===== config.mk =====
export PLATFORM = sky130hd
export DESIGN_NAME = sincronizador_vga
export DESIGN_NICKNAME = d
export VERILOG_FILES = /design/src/rtl/sincronizador_vga.sv
export SDC_FILE = /design/constraint.sdc
export NUM_CORES = 1
export LEC_CHECK = 0
export CORE_UTILIZATION = 52
export CTS_CLUSTER_SIZE = 14
export DETAILED_ROUTE_END_ITERATION = 8
export PLACE_DENSITY = 0.89
export SYNTH_ARGS = -nofsm -noshare
export SYNTH_HDL_FRONTEND = slang
export SYNTH_SLANG_ARGS = --single-unit

===== constraint.sdc =====
create_clock -name clk -period 2.3 [get_ports clk]
set_clock_uncertainty 0.05 [all_clocks]
set_input_delay 0.345 -clock clk [delete_from_list [all_inputs] [get_ports clk]]
set_output_delay 0.345 -clock clk [all_outputs]
set_load 0.01 [all_outputs]

===== src/rtl/sincronizador_vga.sv =====
// VGA timing generator: pixel tick at half the system clock, horizontal and
// vertical counters, one-clock registered sync/visible decode and a
// frame-start pulse for the game-state update.
module sincronizador_vga #(
    parameter int H_VISIBLE = 640,
    parameter int H_FRONT   = 16,
    parameter int H_SYNC    = 96,
    parameter int H_BACK    = 48,
    parameter int V_VISIBLE = 480,
    parameter int V_FRONT   = 10,
    parameter int V_SYNC    = 2,
    parameter int V_BACK    = 33
) (
    input  logic        clk,
    input  logic        reset,
    input  logic [2:0]  iColorRGB,
    output logic [10:0] pixelX,
    output logic [9:0]  pixelY,
    output logic        oHSync,
    output logic        oVSync,
    output logic [2:0]  oRGB,
    output logic        oVideoOn,
    output logic        oFrameStart
);

    localparam int H_TOTAL = H_VISIBLE + H_FRONT + H_SYNC + H_BACK;
    localparam int V_TOTAL = V_VISIBLE + V_FRONT + V_SYNC + V_BACK;

    localparam logic [10:0] H_LAST     = 11'(H_TOTAL - 1);
    localparam logic [9:0]  V_LAST     = 10'(V_TOTAL - 1);
    localparam logic [10:0] H_VIS_END  = 11'(H_VISIBLE);
    localparam logic [9:0]  V_VIS_END  = 10'(V_VISIBLE);
    localparam logic [10:0] H_SYNC_BEG = 11'(H_VISIBLE + H_FRONT);
    localparam logic [10:0] H_SYNC_END = 11'(H_VISIBLE + H_FRONT + H_SYNC - 1);
    localparam logic [9:0]  V_SYNC_BEG = 10'(V_VISIBLE + V_FRONT);
    localparam logic [9:0]  V_SYNC_END = 10'(V_VISIBLE + V_FRONT + V_SYNC - 1);

    logic        tick;
    logic [10:0] hcount;
    logic [9:0]  vcount;
    logic        hs_n;
    logic        vs_n;
    logic        von;
    logic        line_end;
    logic        frame_end;

    // Pixel enable: toggles every clock so each pixel spans two clocks
    always_ff @(posedge clk) begin
        if (reset) tick <= 1'b0;
        else       tick <= ~tick;
    end

    assign line_end  = (hcount == H_LAST);
    assign frame_end = line_end && (vcount == V_LAST);

    // Horizontal/vertical position counters, advanced on pixel ticks only
    always_ff @(posedge clk) begin
        if (reset) begin
            hcount <= '0;
            vcount <= '0;
        end else if (tick) begin
            if (line_end) begin
                hcount <= '0;
                if (vcount == V_LAST) vcount <= '0;
                else                  vcount <= vcount + 10'd1;
            end else begin
                hcount <= hcount + 11'd1;
            end
        end
    end

    // Sync and visible-area decode straight from the counters
    always_comb begin
        hs_n = ~((hcount >= H_SYNC_BEG) && (hcount <= H_SYNC_END));
        vs_n = ~((vcount >= V_SYNC_BEG) && (vcount <= V_SYNC_END));
        von  = (hcount < H_VIS_END) && (vcount < V_VIS_END);
    end

    // Register the decode once so it lines up with the painter's colour
    always_ff @(posedge clk) begin
        if (reset) begin
            oHSync      <= 1'b1;
            oVSync      <= 1'b1;
            oVideoOn    <= 1'b0;
            oFrameStart <= 1'b0;
        end else begin
            oHSync      <= hs_n;
            oVSync      <= vs_n;
            oVideoOn    <= von;
            oFrameStart <= tick && frame_end;
        end
    end

    assign pixelX = hcount;
    assign pixelY = vcount;
    assign oRGB   = oVideoOn ? iColorRGB : 3'd0;

endmodule


==> run_summary.xml <==
<?xml version="1.0" encoding="UTF-8"?>
<metrics>
  <group name="status">
    <metric name="status" unit="">finished clean</metric>
  </group>
  <group name="synth">
    <metric name="postSynth.asyncResetShare" unit="%">0</metric>
    <metric name="postSynth.topFlopCell" unit="">dfxtp_1</metric>
    <metric name="synth_fp_nets" unit="">165</metric>
    <metric name="synth_cells" unit="">155</metric>
    <metric name="synth_cell_types" unit="">48</metric>
    <metric name="syn-mean-instance-area" unit="µm²">8.96</metric>
    <metric name="largest_area_contributor_in_the_synthesized_netlist" unit="">dfxtp_1</metric>
    <metric name="synth_top_area_share" unit="%">37.5</metric>
    <metric name="synth_top_cells_by_area" unit="">dfxtp_1 (37%), nand3_1 (4.7%), ha_1 (4.5%)</metric>
    <metric name="yosys_warnings" unit="">0</metric>
    <metric name="postSynthRegisterBits" unit="">26</metric>
    <metric name="seq_area_frac_synth" unit="%">37.5</metric>
    <metric name="count_of_flip_flops_with_a_built_in_enable_after_synthesis" unit="">0</metric>
    <metric name="cell_area_after_technology_mapping" unit="µm²">1390</metric>
  </group>
  <group name="finish">
    <metric name="post_route_cells_drive_above_1_share" unit="%">8.51</metric>
    <metric name="n_antenna_cell" unit="">0</metric>
    <metric name="mostFrequentLayoutCell" unit="">clkdlybuf4s50_1</metric>
    <metric name="num-nets-final" unit="">199</metric>
    <metric name="regArea" unit="µm²">520</metric>
    <metric name="multiInputGateArea" unit="µm²">815</metric>
    <metric name="area.growth.synth_to_final" unit="%">26.9</metric>
    <metric name="nFillCells" unit="">200</metric>
    <metric name="commonest_cells_after_routing_fill_and_taps_aside" unit="">clkdlybuf4s50_1 (32), dfxtp_1 (26), nand3_1 (13), nor2_1 (13), nand2_1 (9)</metric>
  </group>
  <group name="route">
    <metric name="detail_route.drc_violations" unit="">0</metric>
    <metric name="drt-pass1-iter-count" unit="">7</metric>
    <metric name="postRouteWirelength" unit="µm">3220</metric>
    <metric name="ant_nets" unit="">0</metric>
    <metric name="viasPerCell" unit="">6.00</metric>
    <metric name="drt_first_iter_violations" unit="">32</metric>
    <metric name="dr_total_vias" unit="">1309</metric>
    <metric name="avgRoutedWirePerCell" unit="µm">14.8</metric>
  </group>
  <group name="power_and_ir_drop">
    <metric name="pwr-share-comb" unit="%">7.0</metric>
    <metric name="max-vdd-ir-drop" unit="mV">0.441</metric>
    <metric name="share_clk_of_total_power" unit="%">31.3</metric>
    <metric name="total_switching_power" unit="µW">172</metric>
    <metric name="powerDensity" unit="nW/µm²">427</metric>
    <metric name="design_power_total" unit="µW">753</metric>
    <metric name="static-leakage-power" unit="nW">0.599</metric>
    <metric name="power_report.internal_total" unit="µW">581</metric>
    <metric name="net_switching_fraction_of_the_power" unit="%">22.8</metric>
    <metric name="seqPwrFrac" unit="%">61.7</metric>
  </group>
  <group name="die">
    <metric name="rows" unit="">18</metric>
    <metric name="ioPinCount" unit="">33</metric>
    <metric name="fp.dieArea" unit="µm²">2880</metric>
    <metric name="die_y" unit="µm">53.7</metric>
    <metric name="floorplan.die.width" unit="µm">53.7</metric>
    <metric name="placeableCoreArea" unit="µm²">2500</metric>
    <metric name="initial_core_util" unit="%">55.6</metric>
  </group>
  <group name="global_routing">
    <metric name="global_route.usage.total" unit="%">25.1</metric>
    <metric name="pin_count_of_the_biggest_net_entering_global_routing" unit="">15</metric>
    <metric name="grt_pass1_vias" unit="">1161</metric>
    <metric name="gr-total-overflow" unit="">0</metric>
    <metric name="grt_pass1_wl" unit="µm">5150</metric>
    <metric name="antenna_found_initial" unit="">0</metric>
  </group>
  <group name="flow_run">
    <metric name="max_cap_violations" unit="">0</metric>
  </group>
  <group name="worst_setup_path">
    <metric name="cp_data_required_time" unit="ns">1.90</metric>
    <metric name="crit_family" unit="">buffers and inverters</metric>
    <metric name="slowest_stage" unit="">clkdlybuf4s50_1</metric>
    <metric name="critical_path_arrival" unit="ns">1.49</metric>
    <metric name="timing.critical_path.to_type" unit="">primary output</metric>
    <metric name="reg2reg_depth" unit="">5</metric>
    <metric name="cp_cell_sequence" unit="">clkdlybuf4s50_1</metric>
    <metric name="crit_reg_reg_startpoint" unit="">pixelX[0]</metric>
    <metric name="crit_type" unit="">flop to primary output</metric>
    <metric name="critical_path.reg2reg.endpoint" unit="">pixelY[3]</metric>
    <metric name="crit_path_max_incr_delay" unit="ns">0.61</metric>
    <metric name="critPathLaunchType" unit="">flop</metric>
    <metric name="reg2reg_setup_slack" unit="ns">0.44</metric>
    <metric name="worst-path-buf-inv" unit="">1</metric>
    <metric name="critPathMaxFanout" unit="">10</metric>
  </group>
  <group name="sta">
    <metric name="maxSlewViolCount" unit="">0</metric>
    <metric name="post-route-worst-setup-slack" unit="ns">0.410</metric>
    <metric name="period_needed" unit="ns">1.89</metric>
    <metric name="setup_repair_after_global_routing_missed_its_margin" unit="">false</metric>
    <metric name="timing.fmax" unit="MHz">529</metric>
    <metric name="slew_headroom" unit="%">67.8</metric>
    <metric name="hold_slack" unit="ns">0.438</metric>
    <metric name="setup_viol" unit="">0</metric>
    <metric name="fin_setup_tns" unit="ns">0</metric>
    <metric name="hold_viol_final" unit="">0</metric>
    <metric name="worstMarginPinSlew" unit="ns">0.480</metric>
    <metric name="final_min_period_over_clock_period" unit="%">82.2</metric>
  </group>
  <group name="worst_hold_path">
    <metric name="whs_endpoint" unit="">oVSync</metric>
    <metric name="min_from" unit="">pixelY[8]</metric>
    <metric name="min_delay_path_depth" unit="">1</metric>
    <metric name="timing.hold.worst.class" unit="">flop to flop</metric>
  </group>
  <group name="cts">
    <metric name="clk_pin_slew" unit="ns">0.13</metric>
    <metric name="postCtsSetupRepairBufs" unit="">0</metric>
    <metric name="cts.sinks" unit="">26</metric>
    <metric name="tritoncts" unit="">done</metric>
    <metric name="holdBufCountCts" unit="">0</metric>
    <metric name="latest_clock_arrival_within_the_worst_skew_pair" unit="ns">0.33</metric>
    <metric name="clock_tree_root_buffer_cell" unit="">clkbuf_4</metric>
    <metric name="cts-htree-levels" unit="">1</metric>
    <metric name="ctsResizeCount" unit="">0</metric>
    <metric name="tritoncts.num_buffers" unit="">3</metric>
    <metric name="cts-root-to-sink-buffers" unit="">2</metric>
  </group>
  <group name="placed_design">
    <metric name="placement.io_buffers" unit="">32</metric>
    <metric name="gpl.final_weighted_congestion" unit="">0.886</metric>
    <metric name="detailedPlace.worstSlack" unit="ns">0.454</metric>
    <metric name="dp_hpwl" unit="µm">2360</metric>
  </group>
</metrics>
[per-stage QoR]
step / cell area, µm² / util, % / cells
3_3_place_gp: 1730 / 69.1 / 214
3_5_place_dp: 1730 / 69.1 / 214
4_1_cts: 1760 / 70.5 / 218
6_report: 1760 / 70.5 / 218
5_1_grt: 1760 / 70.5 / 218
2_1_floorplan: 1390 / - / 155
[cell type report]
| class | instances | share of cell area [%] |
|---|---|---|
| multi-input combinational | 118 | 46.2 |
| clock buffer | 4 | 2.06 |
| inverter | 7 | 1.49 |
| timing repair buffer | 33 | 18.6 |
| sequential | 26 | 29.5 |
| tap | 30 | 2.13 |
[worst max-delay path by stage]
stage | startpoint | end | cells after the start
after floorplan | pixelX[0] | pixelY[3] | 6
after global placement | iColorRGB[1] | oRGB[1] | 3
after detailed placement | iColorRGB[1] | oRGB[1] | 3
after CTS | pixelX[4] | pixelX[4] | 1
after global routing | pixelX[0] | pixelY[3] | 5
final | pixelX[4] | pixelX[4] | 1
[cells in the mapped netlist (2+ instances only)]
master    count
ha_1          5
nor2_1       13
nor3_1        6
a31oi_1       4
nand4_1       5
nand2b_1      4
nand3_1      13
o21ai_0       5
a21oi_1       2
xor2_1        5
and4bb_1      2
and2_1        5
inv_1         7
o31ai_2       2
o211ai_1      4
nor4_1        2
xnor2_1       5
dfxtp_1      26
and3_1        3
nand2_1       9
[layer usage]
metal	wire [µm]	global-route usage (%)	up-vias
li1	-	-	637
met1	1380	29.3	615
met2	1630	42.4	47
met3	154	5.37	10
met4	53	13.2	0
met5	0	0	-
[power by group through the flow]
stage	combinational [mW]	sequential (mW)	clock, mW
3_3_place_gp	0.0515	0.474	0
5_1_grt	0.0573	0.467	0.259
3_5_place_dp	0.0527	0.475	0
2_1_floorplan	0.0269	0.473	0
6_report	0.0526	0.465	0.236
4_1_cts	0.0530	0.465	0.242
[state kept, by name, summed over array words and instances (netlist names)]
| name | count |
|---|---|
| pixelY | 10 |
| pixelX | 11 |
| oHSync | 1 |
| oFrameStart | 1 |
| oVideoOn | 1 |
| oVSync | 1 |
| tick | 1 |
[cell families (layout without fill, tap and decap cells)]
family / count (synthesis) / count (layout) / synth area share (%)
adder cells (fa/ha/maj): 5 / 5 / 4.50
flip-flops: 26 / 26 / 37.5
buffers and inverters: 11 / 44 / 3.87
XOR/XNOR: 10 / 10 / 6.31
AO/OA/AOI/OAI: 28 / 28 / 15.5
AND/OR/NAND/NOR: 75 / 75 / 32.3
No activity file was read; power rests on OpenSTA's default activity.
